[src/rtl/apuracao_pkg.sv]
// Shared constants and state encoding for the vote-tally block.
package apuracao_pkg;

   localparam logic [2:0] ARTHUR      = 3'd0;
   localparam logic [2:0] LEANDRO     = 3'd1;
   localparam logic [2:0] MATEUS      = 3'd2;
   localparam logic [2:0] PABLO       = 3'd3;
   localparam logic [2:0] NULO        = 3'd4;
   localparam logic [2:0] WINNER_NONE = 3'd7;

   localparam logic [1:0] VOTO_CAND = 2'd1;
   localparam logic [1:0] VOTO_NULO = 2'd3;

   typedef enum logic [1:0] {
      ST_VOTING = 2'd0,
      ST_SCAN   = 2'd1,
      ST_REPORT = 2'd2,
      ST_DONE   = 2'd3
   } state_t;

endpackage

[src/rtl/apuracao_contador_sat.sv]
// Saturating up-counter; sat_hit flags an increment lost because the counter is already full.
module contador_sat #(
   parameter int COUNT_W = 8
) (
   input  logic               clock,
   input  logic               clear,
   input  logic               inc,
   output logic [COUNT_W-1:0] value,
   output logic               sat_hit
);

   logic [COUNT_W-1:0] r_value;
   logic               w_at_max;

   assign w_at_max = &r_value;
   assign value    = r_value;
   assign sat_hit  = inc & w_at_max;

   always_ff @(posedge clock) begin
      if (clear) begin
         r_value <= '0;
      end else if (inc && !w_at_max) begin
         r_value <= r_value + COUNT_W'(1);
      end
   end

endmodule

[src/rtl/apuracao.sv]
// Vote tally: counts one vote per rising edge of the ballot flags, picks the winner on close,
// then streams the five counts out over a valid/ready port.
//
// state     | meaning
// VOTING    | counting new confirmations, waiting for close
// SCAN      | four cycles comparing the named candidates
// REPORT    | streaming records for IDs 0..4
// DONE      | stream complete, hold until reset
module apuracao
   import apuracao_pkg::*;
#(
   parameter int COUNT_W = 8
) (
   input  logic                 clock,
   input  logic                 reset,
   input  logic                 cand_arthur,
   input  logic                 cand_leandro,
   input  logic                 cand_mateus,
   input  logic                 cand_pablo,
   input  logic                 cand_nulo,
   input  logic [1:0]           voto_valido,
   input  logic                 close,
   input  logic                 rep_ready,
   output logic                 rep_valid,
   output logic [2:0]           rep_id,
   output logic [COUNT_W-1:0]   rep_count,
   output logic [2:0]           winner,
   output logic                 tie,
   output logic [COUNT_W+2:0]   total,
   output logic                 done,
   output logic                 err_protocol,
   output logic                 saturated
);

   state_t               r_state, w_state_nxt;
   logic                 r_prev_any;
   logic [COUNT_W+2:0]   r_total;
   logic                 r_err, r_sat;
   logic [1:0]           r_scan_idx;
   logic [COUNT_W-1:0]   r_max;
   logic [2:0]           r_best;
   logic                 r_best_tie;
   logic [2:0]           r_winner;
   logic                 r_tie;
   logic [2:0]           r_rep_id;

   logic [3:0]           w_named;
   logic                 w_any_in, w_event, w_bad_vote;
   logic [4:0]           w_inc, w_sat_hit;
   logic [COUNT_W-1:0]   w_count [5];
   logic [COUNT_W-1:0]   w_scan_cnt, w_rep_cnt, w_max_nxt;
   logic [2:0]           w_best_nxt;
   logic                 w_tie_nxt;

   assign w_named  = {cand_pablo, cand_mateus, cand_leandro, cand_arthur};
   assign w_any_in = (|w_named) | cand_nulo;
   assign w_event  = w_any_in & ~r_prev_any & (r_state == ST_VOTING);

   // Malformed events (several flags, code mismatch) are still counted, as null votes.
   always_comb begin
      w_inc      = '0;
      w_bad_vote = 1'b0;
      if (w_event) begin
         if (!cand_nulo && voto_valido == VOTO_CAND) begin
            case (w_named)
               4'b0001: w_inc[ARTHUR]  = 1'b1;
               4'b0010: w_inc[LEANDRO] = 1'b1;
               4'b0100: w_inc[MATEUS]  = 1'b1;
               4'b1000: w_inc[PABLO]   = 1'b1;
               default: begin
                  w_inc[NULO] = 1'b1;
                  w_bad_vote  = 1'b1;
               end
            endcase
         end else if (w_named == 4'b0000 && cand_nulo && voto_valido == VOTO_NULO) begin
            w_inc[NULO] = 1'b1;
         end else begin
            w_inc[NULO] = 1'b1;
            w_bad_vote  = 1'b1;
         end
      end
   end

   for (genvar g = 0; g < 5; g++) begin : g_cnt
      contador_sat #(.COUNT_W(COUNT_W)) u_cnt (
         .clock   (clock),
         .clear   (reset),
         .inc     (w_inc[g]),
         .value   (w_count[g]),
         .sat_hit (w_sat_hit[g])
      );
   end

   always_comb begin
      w_scan_cnt = w_count[0];
      case (r_scan_idx)
         2'd0:    w_scan_cnt = w_count[0];
         2'd1:    w_scan_cnt = w_count[1];
         2'd2:    w_scan_cnt = w_count[2];
         default: w_scan_cnt = w_count[3];
      endcase
   end

   always_comb begin
      w_rep_cnt = '0;
      case (r_rep_id)
         3'd0:    w_rep_cnt = w_count[0];
         3'd1:    w_rep_cnt = w_count[1];
         3'd2:    w_rep_cnt = w_count[2];
         3'd3:    w_rep_cnt = w_count[3];
         3'd4:    w_rep_cnt = w_count[4];
         default: w_rep_cnt = '0;
      endcase
   end

   // Strict > keeps the lowest ID on ties; a shared zero is not a tie.
   always_comb begin
      w_max_nxt  = r_max;
      w_best_nxt = r_best;
      w_tie_nxt  = r_best_tie;
      if (w_scan_cnt > r_max) begin
         w_max_nxt  = w_scan_cnt;
         w_best_nxt = {1'b0, r_scan_idx};
         w_tie_nxt  = 1'b0;
      end else if (w_scan_cnt == r_max && r_max != '0) begin
         w_tie_nxt  = 1'b1;
      end
   end

   always_comb begin
      w_state_nxt = r_state;
      case (r_state)
         ST_VOTING: if (close) w_state_nxt = ST_SCAN;
         ST_SCAN:   if (r_scan_idx == 2'd3) w_state_nxt = ST_REPORT;
         ST_REPORT: if (rep_ready && r_rep_id == NULO) w_state_nxt = ST_DONE;
         default:   w_state_nxt = ST_DONE;
      endcase
   end

   always_ff @(posedge clock) begin
      if (reset) begin
         r_state    <= ST_VOTING;
         r_prev_any <= w_any_in;
         r_total    <= '0;
         r_err      <= 1'b0;
         r_sat      <= 1'b0;
         r_scan_idx <= '0;
         r_max      <= '0;
         r_best     <= WINNER_NONE;
         r_best_tie <= 1'b0;
         r_winner   <= WINNER_NONE;
         r_tie      <= 1'b0;
         r_rep_id   <= ARTHUR;
      end else begin
         r_state    <= w_state_nxt;
         r_prev_any <= w_any_in;
         if (w_event)      r_total <= r_total + (COUNT_W+3)'(1);
         if (w_bad_vote)   r_err   <= 1'b1;
         if (|w_sat_hit)   r_sat   <= 1'b1;
         if (r_state == ST_SCAN) begin
            r_scan_idx <= r_scan_idx + 2'd1;
            r_max      <= w_max_nxt;
            r_best     <= w_best_nxt;
            r_best_tie <= w_tie_nxt;
            if (r_scan_idx == 2'd3) begin
               r_winner <= w_best_nxt;
               r_tie    <= w_tie_nxt;
            end
         end
         if (r_state == ST_REPORT && rep_ready && r_rep_id != NULO)
            r_rep_id <= r_rep_id + 3'd1;
      end
   end

   assign rep_valid    = (r_state == ST_REPORT);
   assign rep_id       = r_rep_id;
   assign rep_count    = rep_valid ? w_rep_cnt : '0;
   assign winner       = r_winner;
   assign tie          = r_tie;
   assign total        = r_total;
   assign done         = (r_state == ST_DONE);
   assign err_protocol = r_err;
   assign saturated    = r_sat;

endmodule
[config.mk]
export PLATFORM = sky130hd
export DESIGN_NAME = apuracao
export DESIGN_NICKNAME = d
export VERILOG_FILES = /design/src/rtl/apuracao_pkg.sv /design/src/rtl/apuracao_contador_sat.sv /design/src/rtl/apuracao.sv
export SDC_FILE = /design/constraint.sdc
export NUM_CORES = 1
export LEC_CHECK = 0
export CORE_MARGIN = 2
export CORE_UTILIZATION = 57
export CTS_CLUSTER_DIAMETER = 100
export DETAILED_ROUTE_END_ITERATION = 12
export GPL_TIMING_DRIVEN = 0
export PLACE_DENSITY = 0.8
export SETUP_SLACK_MARGIN = 0.05
export SKIP_CTS_REPAIR_TIMING = 1
export SLEW_MARGIN = 15
export SYNTH_ARGS = -nofsm -noshare
export SYNTH_HDL_FRONTEND = slang
export SYNTH_SLANG_ARGS = --single-unit
[constraint.sdc]
create_clock -name clock -period 3.7 [get_ports clock]
set_input_delay 0.555 -clock clock [delete_from_list [all_inputs] [get_ports clock]]
set_output_delay 0.555 -clock clock [all_outputs]
set_load 0.005 [all_outputs]
== Word level (Yosys, flattened, before mapping) ==
Index checks and enable logic that the tools add are counted.

* Add/subtract/negate cells: 8
* Order comparisons: 1
* Equal/unequal tests: 21
* Multiplexer cells: 21
* Bitwise operators: 9
* Reductions and logical operators: 34

{| class="wikitable"
|+ Operators by type and width
! cell !! count
|-
| $add 8x1->8 const B || 5
|-
| $pmux 8 s5 || 1
|-
| $reduce_and 8->1 || 5
|-
| $pmux 8 s3 || 1
|-
| $logic_and 1x1->1 || 12
|-
| $add 11x1->11 const B || 1
|-
| $mux 1 || 11
|-
| $eq 2x2->1 const B || 5
|-
| $eq 8x8->1 || 1
|-
| $gt 8x8->1 || 1
|-
| $mux 8 || 1
|-
| $reduce_bool 8->1 || 1
|-
| $reduce_or 4->1 || 2
|-
| $and 1x1->1 || 7
|-
| $eq 2x1->1 const B || 3
|-
| $eq 3x2->1 const B || 2
|-
| $logic_not 1->1 || 6
|-
| $mux 2 || 3
|-
| $pmux 2 s3 || 1
|-
| $mux 5 || 1
|-
| $reduce_or 5->1 || 1
|-
| $eq 4x1->1 const B || 1
|-
| $eq 4x2->1 const B || 1
|-
| $eq 4x3->1 const B || 1
|-
| 17 further kinds || 20
|}

* Register bits after elaboration: 77
* Input port bits: 11

== Depth between registers and ports, before layout ==
* Depth in word-level cells: 7
* Gate-level depth with buffers: 13

== Hierarchy ==
From an unflattened synthesis, not the netlist that was laid out.

* Cells, all modules: 526
* Area, all modules: 4499.3 sq um

{| class="wikitable"
|+ Modules (own cells, without submodules)
! module !! times used !! cells an instance !! area each (sq um)
|-
| apuracao || 1 || 301 || 2441.1
|-
| contador_sat || 5 || 45 || 411.6
|}

== Least setup slack after synthesis ==
No wires, ideal clock.

* Kind: register -> register
* Start: reg r_scan_idx[0]
* End: reg r_best[1]
* Data arrival time: 2.741 ns
* Required time: 3.628 ns
* Path slack: 0.888 ns
* Cell stages (with the launch flop): 13
* Buffers on the path: 2
* Cells stage by stage: dfxtp_1 -> inv_1 -> ha_1 -> clkbuf_1 -> a222oi_1 -> a21oi_1 -> ha_1 -> nand4_1 -> nor2_1 -> a211o_1 -> a21boi_1 -> buf_2 -> mux2i_1

* Word-level cells in the longest chain between the ends: 4

{| class="wikitable"
|+ RTL lines
! what !! RTL line !! RTL
|-
| start, declared || apuracao.sv:39 || <nowiki>logic [1:0] r_scan_idx;</nowiki>
|-
| start signal, assigned || apuracao.sv:161 || <nowiki>r_scan_idx <= r_scan_idx + 2'd1;</nowiki>
|-
| $eq 2x2->1, or another cell as far along || apuracao.sv:96 || <nowiki>case (r_scan_idx)</nowiki>
|-
| $pmux 8 s3 (*) || apuracao.sv:96 ||
|-
| via w_scan_cnt[7] || apuracao.sv:51 || <nowiki>logic [COUNT_W-1:0] w_scan_cnt, w_rep_cnt, w_max_nxt;</nowiki>
|-
| $gt 8x8->1 (*) || apuracao.sv:121 || <nowiki>if (w_scan_cnt > r_max) begin</nowiki>
|-
| $mux 3 (*) || apuracao.sv:121 ||
|-
| end signal, assigned || apuracao.sv:163 || <nowiki>r_best <= w_best_nxt;</nowiki>
|-
| end, declared || apuracao.sv:41 || <nowiki>logic [2:0] r_best;</nowiki>
|}

The timed path passes the listed nets; every way through them passes the cells marked *.
A chain may end at the register's enable or synchronous reset.

== Worst setup path in the final report ==
* Start: reg r_rep_id[2] (netlist: rep_id[2])
* End: out rep_count[7]

* Word-level cells in the longest chain between the ends: 3

{| class="wikitable"
|+ RTL lines
! what !! RTL line !! RTL
|-
| start, declared || apuracao.sv:45 || <nowiki>logic [2:0] r_rep_id;</nowiki>
|-
| start signal, assigned || apuracao.sv:171 || <nowiki>r_rep_id <= r_rep_id + 3'd1;</nowiki>
|-
| $eq 3x3->1, or another cell as far along || apuracao.sv:106 || <nowiki>case (r_rep_id)</nowiki>
|-
| $pmux 8 s5 (*) || apuracao.sv:106 ||
|-
| $mux 8 (*) || apuracao.sv:177 || <nowiki>assign rep_count = rep_valid ? w_rep_cnt : '0;</nowiki>
|-
| end, declared || apuracao.sv:26 || <nowiki>output logic [COUNT_W-1:0] rep_count,</nowiki>
|}

Every way passes the cells marked *; elsewhere a longest branch is shown, timed or not.

==> results.cfg <==
[global_routing]
grt_overall_usage_pct = 28.49
first_global_vias = 3889
grt_start_max_net_pins = 14
gr-total-overflow = 0
grt_first_pass_wirelength_um = 18810
antenna_found_initial = 0

[worst_setup_path]
timing.critical_path.from_type = flop
crit_fanout = 9
crit_type = flop to primary output
crit_path_arrival_time_ns = 2.91
critPathMaxStageDelay_ns = 0.84
crit-reg2reg-launch = r_scan_idx[0]
timing.critical_path.cells = inv_1 -> ha_1 -> buf_1 -> o41ai_2 -> a31oi_1 -> clkdlybuf4s50_1
crit_path_end_kind = primary output
crit_required_ns = 3.14
crit_path_top_delay_cell = sky130_fd_sc_hd__o41ai_2
setup.worst_path.start = rep_id[2]

[finish]
final_layout_size_suffix_gt1_share_pct = 4.704
multi_input_area_um2 = 2560
area_growth_syn_to_layout_pct = 17.18
layout.cells.most_common = sky130_fd_sc_hd__dfxtp_1
layout.cells.most_common_list = sky130_fd_sc_hd__dfxtp_1 (77), sky130_fd_sc_hd__nor2_1 (57), sky130_fd_sc_hd__clkdlybuf4s50_1 (40)
final_net_count = 603
fill_cells = 613
antennaDiodeCount = 0
finalNonFillerCells = 673
reg_area_um2 = 1541

[synth]
synth.avg_cell_area_um2 = 8.254
post-synth-top-area-cell = sky130_fd_sc_hd__dfxtp_1
synth_edf_count = 0
synth-warning-count = 0
yosys_register_bits = 77
largest_cells_by_area_after_synthesis = sky130_fd_sc_hd__dfxtp_1 (36%), sky130_fd_sc_hd__ha_1 (6.7%), sky130_fd_sc_hd__nor2_1 (5.0%)
synth_cells = 518
post-synth-top-area-fraction_pct = 36.06
netlist_area_um2 = 4275
synth_cell_types = 50
synth_ff_type = sky130_fd_sc_hd__dfxtp_1
ys_seq_area_share_pct = 36.06
share_of_flip_flops_with_an_asynchronous_set_or_reset_after_synthesis_pct = 0
mappedNetlistNets = 552

[clock_tree]
cts_htree_levels = 3
clock_buffer_count_from_cts = 9
clock_tree.root_cell = sky130_fd_sc_hd__clkbuf_8
clock_sink_count = 77
cts_tree = built
clk-insertion-delay-late_ns = 0.36
worst_setup_hold_path_clk_slew_ns = 0.08
ctsLongestPathBuffers = 2

[routing]
detail_route.vias_per_cell = 6.137
postRouteAntennaNets = 0
first_pass_iters = 7
route.vias.total = 4130
detail_route.wl_per_cell_um = 16.72
first_iter_violations = 496
drc = 0
route.final.wire_length_um = 11250

[sta]
setup-tns-final_ns = 0
finalClockSkew_ns = 0.008670
fmax_mhz = 288.9
setup-violations-final = 0
slew_hr_pct = 43.07
worst_slack_ns = 0.2380
min_period_ns = 3.462
worstMarginPinSlew_ns = 0.8447
timing.final.max_slew_violations = 0
rsz0062_at_grt = false
post-route-period-util_pct = 93.57
hold_violations = 0

[floorplanning]
design.core.area_um2 = 7253
start_util_pct = 58.94
die_area_um2 = 8209
fp-row-count = 31
io_pins = 41
die_width_um = 90.61
floorplan.die.height_um = 90.61

[run]
drv.max_cap_violation_count = 0

[min_path]
critical_hold_path_startpoint = err_protocol
hold_path.class = flop to flop

[power]
power_density_nw_per_um2 = 318.2
irDropWorstVdd_v = 0.0002212
power.static_leakage_nw = 1.627

[placed_design]
placement.io_buffers = 40
detailed_place_hpwl_um = 8340
placed_cells_incl_taps = 657
place.gp.congestion = 0.9287
dp_worst_setup_slack_ns = 0.3552

[run_status]
result_of_the_run = completed
## layout make-up
class / count / area share (%)
plain buffers: 24 / 2.023
clock buffers: 11 / 2.822
clock inverters: 5 / 1.174
inverters: 22 / 1.648
multi-input cells: 395 / 51.10
flip-flops and latches: 77 / 30.77
well taps: 99 / 2.473
repair buffers: 40 / 7.992
## critical path: cells and delay by family, from the launching register on
| family | cells | cell delay (ns) |
|---|---|---|
| DFF | 1 | 0.47 |
| buffers and inverters | 3 | 0.86 |
| AOI/OAI and AO/OA | 2 | 1.01 |
| adders and majority gates | 1 | 0.21 |
## stage by stage
step | util, % | cell area, um^2 | power, mW | hold WS (ns)
after global placement | 66.17 | 4800 | 0.9538 | 0.4435
after global routing | 69.07 | 5010 | 1.646 | 0.4902
after CTS | 69.04 | 5007 | 1.596 | 0.4608
final | 69.07 | 5010 | 1.594 | 0.4548
after detailed placement | 66.28 | 4807 | 0.9574 | 0.4469
after floorplan | - | 4275 | 0.9186 | 0.4421
## power by group
group          internal, mW  total, mW  leakage (nW)  switching, mW
Clock                 0.332      0.654        0.0959          0.323
Combinational        0.0374      0.100         0.910         0.0628
Sequential            0.833      0.840         0.621        0.00619
Total                  1.20       1.59          1.63          0.392
## cells by family (layout without fill, tap and decap cells)
logic type	Yosys count	after routing	share of synthesized area, %
AND/OR/NAND/NOR	216	216	26.34
AO/OA/AOI/OAI	112	112	17.06
flip-flops	77	77	36.06
buffers and inverters	46	102	4.243
XOR/XNOR	27	27	5.531
adder cells (fa/ha/maj)	23	23	6.731
multiplexers	17	17	4.038
## flip-flops by register name, summed over array words and instances, names as in the netlist
name               cells
err_protocol           1
g_cnt.u_cnt.value     40
r_best                 3
r_best_tie             1
r_max                  8
r_prev_any             1
r_scan_idx             2
r_state                2
rep_id                 3
saturated              1
tie                    1
total                 11
winner                 3
## Yosys cell counts (3+ instances only)
library cell / number
sky130_fd_sc_hd__a21oi_1: 39
sky130_fd_sc_hd__nand3_1: 24
sky130_fd_sc_hd__ha_1: 23
sky130_fd_sc_hd__nand4_1: 12
sky130_fd_sc_hd__nand2b_1: 15
sky130_fd_sc_hd__nand2_1: 31
sky130_fd_sc_hd__or4_1: 4
sky130_fd_sc_hd__inv_1: 22
sky130_fd_sc_hd__or3_1: 14
sky130_fd_sc_hd__xnor2_1: 17
sky130_fd_sc_hd__o2111ai_1: 3
sky130_fd_sc_hd__o21ai_0: 19
sky130_fd_sc_hd__a22oi_1: 12
sky130_fd_sc_hd__nor2_1: 57
sky130_fd_sc_hd__o31ai_1: 5
sky130_fd_sc_hd__nor3_1: 19
sky130_fd_sc_hd__a211oi_1: 3
sky130_fd_sc_hd__a31oi_1: 6
sky130_fd_sc_hd__a222oi_1: 10
sky130_fd_sc_hd__and2_1: 3
sky130_fd_sc_hd__mux2i_1: 15
sky130_fd_sc_hd__xor2_1: 10
sky130_fd_sc_hd__nor4_1: 9
sky130_fd_sc_hd__and3_1: 3
sky130_fd_sc_hd__a311oi_1: 3
sky130_fd_sc_hd__clkbuf_1: 18
sky130_fd_sc_hd__buf_1: 3
sky130_fd_sc_hd__nand3b_1: 3
sky130_fd_sc_hd__dfxtp_1: 77
sky130_fd_sc_hd__nor2b_1: 11
## routing by layer
metal	track usage, %	wire length, um	up-vias
li1	-	-	1994
met1	37.01	4853	1947
met2	47.82	5398	162
met3	4.841	741	27
met4	9.872	257	0
met5	0	0	-
## worst paths after layout
path / to / slack, ns / cells after the start
hold / removal: err_protocol / 0.45 / 2
hold reg to reg: err_protocol / 0.45 / 2
setup / recovery: rep_count[7] / 0.24 / 6
setup reg to reg: r_max[6] / 0.31 / 12
Power figures use the tool's default switching activity.
